`config.mk`:
```
export PLATFORM = sky130hd
export DESIGN_NAME = voice_write_scheduler
export DESIGN_NICKNAME = d
export VERILOG_FILES = /design/src/rtl/voice_write_scheduler.sv
export SDC_FILE = /design/constraint.sdc
export NUM_CORES = 1
export LEC_CHECK = 0
export CELL_PAD_IN_SITES_DETAIL_PLACEMENT = 1
export CELL_PAD_IN_SITES_GLOBAL_PLACEMENT = 2
export CORE_ASPECT_RATIO = 0.5
export CORE_MARGIN = 2
export CORE_UTILIZATION = 38
export DETAILED_ROUTE_END_ITERATION = 8
export GPL_ROUTABILITY_DRIVEN = 0
export PLACE_DENSITY_LB_ADDON = 0.1
export SYNTH_ARGS = -nofsm -noshare
export SYNTH_HDL_FRONTEND = slang
export SYNTH_SLANG_ARGS = --single-unit
```
`constraint.sdc`:
```
create_clock -name i_clk -period 3.3 [get_ports i_clk]
set_input_delay 0.33 -clock i_clk [delete_from_list [all_inputs] [get_ports i_clk]]
set_output_delay 0.33 -clock i_clk [all_outputs]
set_load 0.01 [all_outputs]
```
`src/rtl/voice_write_scheduler.sv`:
```
`default_nettype none
// ============================================================================
// voice_write_scheduler -- buffers decoded note events in a small FIFO and
// serialises them as acknowledged writes to the voice-parameter port.
// Revision: 1.0
// ============================================================================
module voice_write_scheduler #(
    parameter int NUM_VOICES = 16,
    parameter int VOICE_W    = 4,
    parameter int FIFO_DEPTH = 4
) (
    input  logic                        i_clk,
    input  logic                        i_reset_n,
    input  logic                        i_evt_valid,
    input  logic                        i_evt_note_on,
    input  logic [7:0]                  i_evt_voice,
    input  logic [31:0]                 i_evt_tuning,
    input  logic [6:0]                  i_evt_velocity,
    input  logic                        i_panic,
    input  logic                        i_wr_ack,
    output logic                        o_wr_en,
    output logic [VOICE_W-1:0]          o_wr_voice,
    output logic [31:0]                 o_wr_tuning,
    output logic [6:0]                  o_wr_velocity,
    output logic                        o_wr_gate,
    output logic [NUM_VOICES-1:0]       o_gate_mask,
    output logic [VOICE_W:0]            o_active_count,
    output logic [$clog2(FIFO_DEPTH):0] o_fifo_level,
    output logic                        o_overflow,
    output logic                        o_bad_index
);
    localparam int AW = $clog2(FIFO_DEPTH);
    localparam int EW = VOICE_W + 32 + 7 + 1;

    typedef enum logic [0:0] {IDLE = 1'b0, ISSUE = 1'b1} state_t;
    state_t state;

    logic [EW-1:0]      mem [FIFO_DEPTH];
    logic [AW-1:0]      wr_ptr;
    logic [AW-1:0]      rd_ptr;
    logic               full;
    logic               empty;
    logic               in_range;
    logic               pop;
    logic               push;
    logic               drop_full;
    logic               drop_bad;
    logic [EW-1:0]      evt_entry;
    logic [EW-1:0]      head;
    logic [VOICE_W:0]   gate_pop;

    always_comb begin
        in_range  = ({1'b0, i_evt_voice} < 9'(NUM_VOICES));
        full      = (o_fifo_level == (AW+1)'(FIFO_DEPTH));
        empty     = (o_fifo_level == '0);
        // A pop in the same cycle frees the slot, so a push into a full FIFO still lands.
        pop       = (state == ISSUE) && i_wr_ack && !i_panic;
        push      = i_evt_valid && !i_panic && in_range && (!full || pop);
        drop_full = i_evt_valid && !i_panic && in_range && full && !pop;
        drop_bad  = i_evt_valid && !i_panic && !in_range;
        if (i_evt_note_on) begin
            evt_entry = {i_evt_voice[VOICE_W-1:0], i_evt_tuning, i_evt_velocity, 1'b1};
        end else begin
            evt_entry = {i_evt_voice[VOICE_W-1:0], 32'd0, 7'd0, 1'b0};
        end
        head     = mem[rd_ptr];
        gate_pop = '0;
        for (int v = 0; v < NUM_VOICES; v++) begin
            gate_pop = gate_pop + (VOICE_W+1)'(o_gate_mask[v]);
        end
    end

    always_ff @(posedge i_clk) begin
        if (push) begin
            mem[wr_ptr] <= evt_entry;
        end
    end

    always_ff @(posedge i_clk or negedge i_reset_n) begin
        if (!i_reset_n) begin
            state          <= IDLE;
            wr_ptr         <= '0;
            rd_ptr         <= '0;
            o_fifo_level   <= '0;
            o_wr_en        <= 1'b0;
            o_wr_voice     <= '0;
            o_wr_tuning    <= '0;
            o_wr_velocity  <= '0;
            o_wr_gate      <= 1'b0;
            o_gate_mask    <= '0;
            o_active_count <= '0;
            o_overflow     <= 1'b0;
            o_bad_index    <= 1'b0;
        end else begin
            o_active_count <= gate_pop;
            if (drop_full) begin
                o_overflow <= 1'b1;
            end
            if (drop_bad) begin
                o_bad_index <= 1'b1;
            end
            if (i_panic) begin
                state        <= IDLE;
                wr_ptr       <= '0;
                rd_ptr       <= '0;
                o_fifo_level <= '0;
                o_wr_en      <= 1'b0;
                o_gate_mask  <= '0;
            end else begin
                if (push) begin
                    wr_ptr <= wr_ptr + AW'(1);
                end
                if (pop) begin
                    rd_ptr <= rd_ptr + AW'(1);
                end
                o_fifo_level <= o_fifo_level + (AW+1)'(push) - (AW+1)'(pop);
                case (state)
                    IDLE: begin
                        if (!empty) begin
                            {o_wr_voice, o_wr_tuning, o_wr_velocity, o_wr_gate} <= head;
                            o_wr_en <= 1'b1;
                            state   <= ISSUE;
                        end
                    end
                    ISSUE: begin
                        // Head entry stays in the FIFO until acknowledged.
                        if (i_wr_ack) begin
                            o_wr_en                 <= 1'b0;
                            o_gate_mask[o_wr_voice] <= o_wr_gate;
                            state                   <= IDLE;
                        end
                    end
                    default: state <= IDLE;
                endcase
            end
        end
    end
endmodule
`default_nettype wire
```
==> out/metrics.cfg <==
[min_path]
whs_endpoint=o_bad_index
hold_path.startpoint=i_evt_valid
min_path_type=input port to flop
worstHoldPathCells=3

[routing]
via_count=5301
vias_per_cell=4.936
ant_nets=0
dr.first_iter.drc_count=285
post_drt_wl_per_cell_um=20.43
route.detailed.drc=0
routed_wl_um=21940
drt-pass1-iter-count=4

[worst_setup_path]
startpoint=o_gate_mask[9]
r2r_setup_slack_ps=-6
cp-end-kind=flop
slowest_stage=fa_1
crit_family=adder cells
critPathLaunchType=flop
cp.buffers_inverters=4
crit_path_frequent_cell=inv_2
reg2reg_depth=10
critPathKind=flop to flop
crit-reg2reg-launch=o_gate_mask[9]
critPathMaxStageDelay_ps=560
arrival_ps=3720
required_ps=3710
critical_path.max_fanout=2
r2r-end=o_active_count[1]
cp_cell_sequence=inv_2 -> fa_1 -> fa_1 -> fa_2 -> fa_1 -> inv_2 -> ha_4 -> inv_2 -> fa_2 -> inv_2

[power_and_ir_drop]
power_frac_comb_pct=22.8
clkPwrFrac_pct=31.5
p_seq_share_pct=45.7
switchingPower_uw=2232
p_int_uw=6565
finalPower_uw=8797
powerDensity_nw_per_um2=679.0
ir_drop_v=0.0003131
switching_share_pct=25.37
total_leakage_power_uw=0.004759

[finish]
final_util_pct=48.63
n_antenna_cell=0
synthToLayoutAreaGrowth_pct=24.56
design_area_sq_um=12960
n_fill_cell=2511
post_route_cells_drive_above_1_share_pct=24.79
fin_nets=780

[synthesis]
ys_ff_latch=252
synth_top_area_share_pct=50.81
syn-cell-area_sq_um=10400
syn_inst=560
ys_async_sr_fraction_pct=30.16
synth_ff_type=edfxtp_1
ys_warn_count=0
yosysMostFrequentCell=edfxtp_1
synth_area_leader_cell=edfxtp_1
synth_cell_types=42
synth.net_count=635
seq_area_frac_synth_pct=69.10
yosys-top-cells-area=edfxtp_1 51%, dfrtp_1 18%, mux4_2 9.5%, mux2_4 5.6%, and2_1 2.6%
syn-mean-instance-area_sq_um=18.57
synth_commonest_cells=176 x edfxtp_1, 76 x dfrtp_1, 44 x mux4_2, 43 x and2_1, 39 x mux2_4
synth-edff-count=176

[floorplanning]
fp.dieW_um=238.0
io_pins=124
start_util_pct=39.04
dieArea_sq_um=28790
num_rows=42
die_y_um=121.0
fp.coreArea_sq_um=26640

[timing]
fmax_ghz=0.3025
fin_crit_ps=3306
setup_ws_ps=-5.672
rsz0062_at_grt=yes
finalClockSkew_ps=9.385
period_share_pct=100.2
max_slew_margin_pct=45.97
worst_pin_slew_ps=810.4
slew_violations=0
hold_violations=0
setup_viol=1

[place]
port_buffers=123
hpwl_um=13170
place_ws_ps=-118.2
placed_area_sq_um=12100

[clock_network]
cts_buffer_depth=3
cts_buffers=24
root_buffer=clkbuf_16
ctsHtreeMaxLevel=1
cts_sinks=252
clk_pin_slew_worst_paths_ps=70
clock_latency_ps=520
cts_tree=yes

[global_route]
overflow=0
grt_pass1_vias=5815
grt_antenna_before_repair=0
grt_pass1_wl_um=34100
grt_usage_pct=15.71
grt_max_degree=50

[outcome]
violations=negative setup slack
status=finished with violations

[flow_run]
max_cap_viol_count=0

[how the worst max path moves through the flow]
stage / to / cells after the start
2_1_floorplan: o_active_count[4] / 11
5_1_grt: o_active_count[4] / 11
3_5_place_dp: o_active_count[4] / 11
3_3_place_gp: o_active_count[4] / 11
6_report: o_active_count[1] / 10
4_1_cts: o_active_count[4] / 11
[sequential cells by signal, indices dropped and copies added, names as in the netlist, 3 cells and up]
register        cells
o_active_count      5
mem               176
o_wr_voice          4
o_fifo_level        3
o_gate_mask        16
o_wr_tuning        32
o_wr_velocity       7
[worst min-delay path, delay by kind of cell]
| kind | cells | cell delay (ps) |
|---|---|---|
| AO/OA/AOI/OAI | 1 | 60 |
| buffers and inverters | 1 | 420 |
| AND/OR/NAND/NOR | 1 | 80 |
[cells in the final DEF (no fill, tap or decap), types with 5 or more instances in the layout]
cell             synthesis  routed
mux2_4                  39      39
clkbuf_16                0      25
buf_4                    0      20
dfrtp_1                 76      74
edfxtp_1               176     176
clkinv_2                 0       5
a211o_1                 11      11
clkbuf_1                19       5
buf_12                   4       7
nand2_1                 14      14
clkdlybuf4s50_1          0     121
o21ai_0                 15      15
ha_1                    11      10
fa_1                    11       9
mux2_2                   5       5
and2_1                  43      39
nor2_1                   6       6
mux4_2                  44      44
nand3_1                  5       5
inv_2                    0      10
inv_1                   31      21
[cell families after synthesis]
group / after synthesis / synth area share, %
adders and majority gates: 22 / 3.440
AOI/OAI and AO/OA: 39 / 2.707
xor gates and xnor gates: 6 / 0.5053
and+or+nand+nor: 88 / 4.932
DFF: 252 / 69.10
buffers and inverters: 63 / 3.428
muxes: 90 / 15.89
[power groups by stage]
| stage | clock, uW | combinational, uW | sequential, uW |
|---|---|---|---|
| after floorplan | 0 | 1160 | 4070 |
| after global placement | 0 | 2000 | 4100 |
| after detailed placement | 0 | 2030 | 4100 |
| after CTS | 2860 | 2040 | 4040 |
| after global routing | 2980 | 2130 | 4090 |
| final | 2770 | 2000 | 4020 |
[per-layer routing]
metal | track usage, % | wire (um) | vias to the layer above
li1 | - | - | 2394
met1 | 20.85 | 9915 | 2811
met2 | 27.41 | 11040 | 78
met3 | 3.094 | 747 | 18
met4 | 2.695 | 243 | 0
met5 | 0 | 0 | -
[metrics by stage]
| stage | hold slack, ps | std cells | TNS [ps] |
|---|---|---|---|
| after floorplan | 34.41 | 560 | 0 |
| after global placement | 450.9 | 1026 | -57.60 |
| after detailed placement | 467.5 | 1026 | -300.6 |
| after CTS | 371.9 | 1072 | -31.39 |
| after global routing | 407.6 | 1074 | -217.0 |
| final | 402.7 | 1074 | -5.672 |
[timing repair]
item                                   CTS  global route
pin swaps                                3             4
resized for setup                        7            10
setup buffers                            2             2
setup endpoints to repair                4             4
hold buffers                             1             0
endpoints found under the hold margin   47             0
[layout make-up]
| class | instances | area [sq um] | area share (%) |
|---|---|---|---|
| clock buffers | 32 | 671.9 | 5.186 |
| clock inverters | 11 | 116.4 | 0.8981 |
| inverters | 31 | 116.4 | 0.8981 |
| multi-input cells | 245 | 2892 | 22.32 |
| flip-flops and latches | 252 | 7192 | 55.51 |
| well taps | 352 | 440.4 | 3.399 |
| repair buffers | 151 | 1528 | 11.79 |
No activity file was read; power rests on OpenSTA's default activity.
